<file path="src/rtl/soc_axi_txn_limiter.sv">
// rtl/soc_axi_txn_limiter.sv - per-port AXI outstanding-transaction limiter with drain and error flags
package soc_pkg;
  typedef struct packed {
    logic [3:0] id;
    logic [7:0] addr;
    logic [7:0] len;
  } ax_t;

  typedef struct packed {
    logic [31:0] data;
    logic        last;
  } w_t;

  typedef struct packed {
    logic [3:0] id;
    logic [1:0] resp;
  } b_t;

  typedef struct packed {
    logic [3:0]  id;
    logic [31:0] data;
    logic [1:0]  resp;
    logic        last;
  } r_t;

  typedef struct packed {
    ax_t  aw;
    logic aw_valid;
    w_t   w;
    logic w_valid;
    logic b_ready;
    ax_t  ar;
    logic ar_valid;
    logic r_ready;
  } m_req_t;

  typedef struct packed {
    logic aw_ready;
    logic w_ready;
    b_t   b;
    logic b_valid;
    logic ar_ready;
    r_t   r;
    logic r_valid;
  } m_resp_t;
endpackage

module soc_axi_txn_limiter #(
  parameter int unsigned MAX_W_TXN = 4,
  parameter int unsigned MAX_R_TXN = 4,
  parameter int unsigned CNT_W = $clog2(((MAX_W_TXN > MAX_R_TXN) ? MAX_W_TXN : MAX_R_TXN) + 1),
  parameter type req_t = soc_pkg::m_req_t,
  parameter type resp_t = soc_pkg::m_resp_t
) (
  input  logic             clk_i,
  input  logic             rst_ni,
  input  logic             drain_i,
  input  req_t             slv_req_i,
  output resp_t            slv_resp_o,
  output req_t             mst_req_o,
  input  resp_t            mst_resp_i,
  output logic [CNT_W-1:0] w_cnt_o,
  output logic [CNT_W-1:0] r_cnt_o,
  output logic             idle_o,
  output logic [1:0]       err_o
);

  if (MAX_W_TXN < 1 || MAX_W_TXN > 255) begin : g_bad_max_w
    $error("MAX_W_TXN must be in 1..255");
  end
  if (MAX_R_TXN < 1 || MAX_R_TXN > 255) begin : g_bad_max_r
    $error("MAX_R_TXN must be in 1..255");
  end

  localparam logic [CNT_W-1:0] MaxW = CNT_W'(MAX_W_TXN);
  localparam logic [CNT_W-1:0] MaxR = CNT_W'(MAX_R_TXN);
  localparam logic [CNT_W-1:0] One  = CNT_W'(1);

  logic [CNT_W-1:0] w_cnt_q, w_cnt_d, r_cnt_q, r_cnt_d;
  logic [1:0]       err_q, err_d;
  logic             aw_block, ar_block;
  logic             aw_inc, b_dec, ar_inc, r_dec;

  // Block decision uses only registered counts and drain, never downstream ready.
  assign aw_block = drain_i | (w_cnt_q == MaxW);
  assign ar_block = drain_i | (r_cnt_q == MaxR);

  always_comb begin
    mst_req_o  = slv_req_i;
    slv_resp_o = mst_resp_i;
    if (aw_block) begin
      mst_req_o.aw_valid  = 1'b0;
      slv_resp_o.aw_ready = 1'b0;
    end
    if (ar_block) begin
      mst_req_o.ar_valid  = 1'b0;
      slv_resp_o.ar_ready = 1'b0;
    end
  end

  assign aw_inc = slv_req_i.aw_valid & ~aw_block & mst_resp_i.aw_ready;
  assign b_dec  = mst_resp_i.b_valid & slv_req_i.b_ready;
  assign ar_inc = slv_req_i.ar_valid & ~ar_block & mst_resp_i.ar_ready;
  assign r_dec  = mst_resp_i.r_valid & slv_req_i.r_ready & mst_resp_i.r.last;

  always_comb begin
    w_cnt_d = w_cnt_q;
    r_cnt_d = r_cnt_q;
    err_d   = err_q;
    if (aw_inc && !b_dec) begin
      w_cnt_d = w_cnt_q + One;
    end else if (b_dec && !aw_inc) begin
      if (w_cnt_q == '0) err_d[0] = 1'b1;
      else               w_cnt_d = w_cnt_q - One;
    end
    if (ar_inc && !r_dec) begin
      r_cnt_d = r_cnt_q + One;
    end else if (r_dec && !ar_inc) begin
      if (r_cnt_q == '0) err_d[1] = 1'b1;
      else               r_cnt_d = r_cnt_q - One;
    end
  end

  always_ff @(posedge clk_i or negedge rst_ni) begin
    if (!rst_ni) begin
      w_cnt_q <= '0;
      r_cnt_q <= '0;
      err_q   <= '0;
    end else begin
      w_cnt_q <= w_cnt_d;
      r_cnt_q <= r_cnt_d;
      err_q   <= err_d;
    end
  end

  assign w_cnt_o = w_cnt_q;
  assign r_cnt_o = r_cnt_q;
  assign err_o   = err_q;
  assign idle_o  = (w_cnt_q == '0) && (r_cnt_q == '0);

endmodule
</file>
<file path="config.mk">
export PLATFORM = sky130hd
export DESIGN_NAME = soc_axi_txn_limiter
export DESIGN_NICKNAME = d
export VERILOG_FILES = /design/src/rtl/soc_axi_txn_limiter.sv
export SDC_FILE = /design/constraint.sdc
export NUM_CORES = 1
export LEC_CHECK = 0
export CAP_MARGIN = 20
export CORE_AREA = 2 2 104 106
export CTS_CLUSTER_DIAMETER = 30
export DETAILED_ROUTE_END_ITERATION = 10
export DIE_AREA = 0 0 106 108
export HOLD_SLACK_MARGIN = 0.15
export PLACE_DENSITY_LB_ADDON = 0.08
export SYNTH_ARGS = -nofsm -noshare
export SYNTH_HDL_FRONTEND = slang
export SYNTH_SLANG_ARGS = --single-unit
export TNS_END_PERCENT = 100
</file>
<file path="constraint.sdc">
create_clock -name clk_i -period 4.5 [get_ports clk_i]
set_input_delay 0.9 -clock clk_i [delete_from_list [all_inputs] [get_ports clk_i]]
set_output_delay 0.9 -clock clk_i [all_outputs]
set_load 0.005 [all_outputs]
</file>
==> impl_metrics.tcl <==
set metrics [dict create \
    routed_wl_mm 2.93 \
    synth-adder-area-share 0.0589 \
    cp.arrival_ns 2.29 \
    worst_pin_slew_ns 0.406 \
    peakVddDrop_uv 88.5 \
    p_leak_nw 0.413 \
    vias_per_cell 2.92 \
    whs_path_depth 1 \
    final_util 0.107 \
    setup_tns_ns 0 \
    intPower_uw 321 \
    clock_latency_ns 0.22 \
    cts_setup_buffers 0 \
    rsz0062_at_grt "false" \
    synth_top_family_by_area "buffers and inverters" \
    r2r_end "w_cnt_o[2]" \
    root_buffer "clkbuf_8" \
    cts_resized 0 \
    io_pins 268 \
    grt_pass1_wl_mm 4.15 \
    initial_core_util 0.149 \
    numCtsBuffers 3 \
    synth.cell_area_um2 1530 \
    layout-drive-gt1-share 0.0619 \
    nets 236 \
    cpMostUsedCell "clkdlybuf4s50_1" \
    synthesis.nets 327 \
    endpoint_kind "primary output" \
    critPathKind "primary input to primary output" \
    hpwl_mm 2.47 \
    cts_sinks 8 \
    r2r_setup_slack_ns 2.14 \
    num_vias 681 \
    stdcell_area_um2 1090 \
    gp_congestion 0.650 \
    syn_avg_cell_area_um2 8.05 \
    slew_headroom 0.729 \
    hold_end "err_o[0]" \
    cts_tree "yes" \
    ant_nets 0 \
    overflow 0 \
    p_sw_uw 194 \
    synth_mux_area_frac 0 \
    synth-compound-area-share 0.0802 \
    power_frac_seq 0.340 \
    syn_inst 190 \
    power_frac_comb 0.497 \
    critPathSlowestCell "clkdlybuf4s50_1" \
    first_pass_iters 3 \
    yosysTopAreaCell "buf_4" \
    pwr-share-clk 0.163 \
    track_usage 0.0491 \
    cap_violations 0 \
    die_y_um 108 \
    syn2layout_area_growth_pct -28.4 \
    grt_pass1_vias 743 \
    drc_errors 0 \
    slew_violations 0 \
    yosysWarnings 0 \
    holdBufCountCts 0 \
    p_per_area_nw_per_um2 471 \
    clk_pin_slew_ns 0.04 \
    synth_simple_gate_area_share 0.0941 \
    yosysTopAreaCellShare 0.609 \
    dieArea_um2 11400 \
    seq_area_frac_synth 0.131 \
    coreArea_um2 10200 \
    totalPowerFinal_uw 515 \
    outcome "finished, final reports clean" \
    reg2reg_depth 9 \
    crit_path_start_kind "primary input" \
    place_area_um2 1050 \
    min_period_ns 3.19 \
    worst-path-max-fanout 4 \
    hold_viol_final 0 \
    hold_class "register to register" \
    required_ns 3.60 \
    fill_cells 1171 \
    ys_seq_elements 8 \
    netSwitchingFraction 0.377 \
    synth_ff_type "dfrtp_1" \
    post_drt_wl_per_cell_um 12.6 \
    die_w_um 106 \
    antenna_found_initial 0 \
    htreeDepth 1 \
    finClkSkew_ns 0.00348 \
    diodes 0 \
    setup_viol 0 \
    yosys-top-cells-area "buf_4 61%, dfrtp_1 13%, ha_1 3.3%" \
    async_reset_ff_frac 1.00 \
    max_freq_mhz 313 \
    crit_chain "clkdlybuf4s50_1 -> nand2b_1 -> a21oi_1 -> clkdlybuf4s50_1" \
    worst_path_largest_cell_delay_ns 0.54 \
    drtIter0Drc 19 \
    row_count 37 \
    ys_types 26 \
    fin_crit_sh 0.710 \
    synth_edf_count 0 \
    grt_start_max_net_pins 10 \
    numPortBuffers 29 \
    cpLargestDelayFamily "buffers and inverters" \
    synth_xor_area_frac 0.0115 \
    cts_buffer_depth 2 \
    min_from "err_o[0]" \
    worst-path-buf-inv 2 \
    whs_ns 0.473 \
    r2r-start "w_cnt_o[0]" \
]
[cells by family after synthesis]
| group | count (synthesis) |
|---|---|
| simple gates | 28 |
| xor+xnor | 2 |
| compound gates | 16 |
| flops | 8 |
| fa+ha+maj | 6 |
| buf+inv | 130 |
[layout make-up]
| cell class | count | area, um^2 | share of cell area |
|---|---|---|---|
| well taps | 136 | 170 | 0.155 |
| multi-input cells | 52 | 374 | 0.342 |
| clock buffers | 3 | 41.3 | 0.0377 |
| repair buffers | 29 | 290 | 0.265 |
| inverters | 5 | 18.8 | 0.0171 |
| flip-flops and latches | 8 | 200 | 0.183 |
[metal layers]
metal	vias to the layer above	wire length (um)	share of wire	global-route usage
met5	-	0	0	0
met4	0	236	0.081	0.0639
met3	32	373	0.13	0.0229
met2	57	1420	0.48	0.0788
met1	301	900	0.31	0.0396
li1	291	-	-	-
[metrics by stage]
step                      std cells  worst slack [ns]
after global placement          230              1.29
after floorplan                 190              2.00
after detailed placement        230              1.29
final                           233              1.31
after CTS                       233              1.28
after global routing            233              1.21
[Yosys cell counts, types with 3 or more instances]
library cell  instances
a21o_1                3
or2_1                 3
buf_4               124
dfrtp_1               8
ha_1                  4
inv_1                 5
nor2_1                8
nand2_1               3
a21bo_1               3
nor3_1                7
[state kept, by name, indices dropped and copies added, names as in the netlist]
signal	cells
r_cnt_o	3
w_cnt_o	3
err_o	2
[power groups by stage]
stage,Combinational [mW],Clock (mW),Sequential [mW]
2_1_floorplan,0.229,0,0.156
3_3_place_gp,0.267,0,0.182
3_5_place_dp,0.265,0,0.180
4_1_cts,0.266,0.0895,0.179
5_1_grt,0.288,0.0949,0.187
6_report,0.256,0.0841,0.175
[how the worst max path moves through the flow]
stage	startpoint	end	slack, ns	cells after the start
after floorplan	mst_resp_i[49]	w_cnt_o[2]	2.00	8
final	drain_i	mst_req_o[57]	1.31	4
after CTS	drain_i	mst_req_o[57]	1.28	4
after global placement	drain_i	mst_req_o[57]	1.29	4
after global routing	drain_i	mst_req_o[57]	1.21	4
after detailed placement	drain_i	mst_req_o[57]	1.29	4
[cell usage in the layout, fill, tap and decap left out]
| cell type | n |
|---|---|
| clkdlybuf4s50_1 | 29 |
| nor2_1 | 8 |
| dfrtp_1 | 8 |
| nor3_1 | 7 |
| inv_1 | 5 |
| ha_1 | 4 |
| a21bo_1 | 3 |
| nand2_1 | 3 |
| or2_1 | 3 |
| a21o_1 | 3 |
| clkbuf_8 | 3 |
| nand2b_1 | 2 |
| a21oi_1 | 2 |
| xor2_1 | 2 |
| o21ai_1 | 2 |
| o22a_1 | 2 |
| fa_1 | 2 |
| nor2_2 | 1 |
| nand3_1 | 1 |
| or3_1 | 1 |
| nor4_2 | 1 |
| or2_0 | 1 |
| o21a_1 | 1 |
| o31ai_2 | 1 |
| o21ai_0 | 1 |
| o21bai_1 | 1 |
Power figures use the tool's default switching activity.
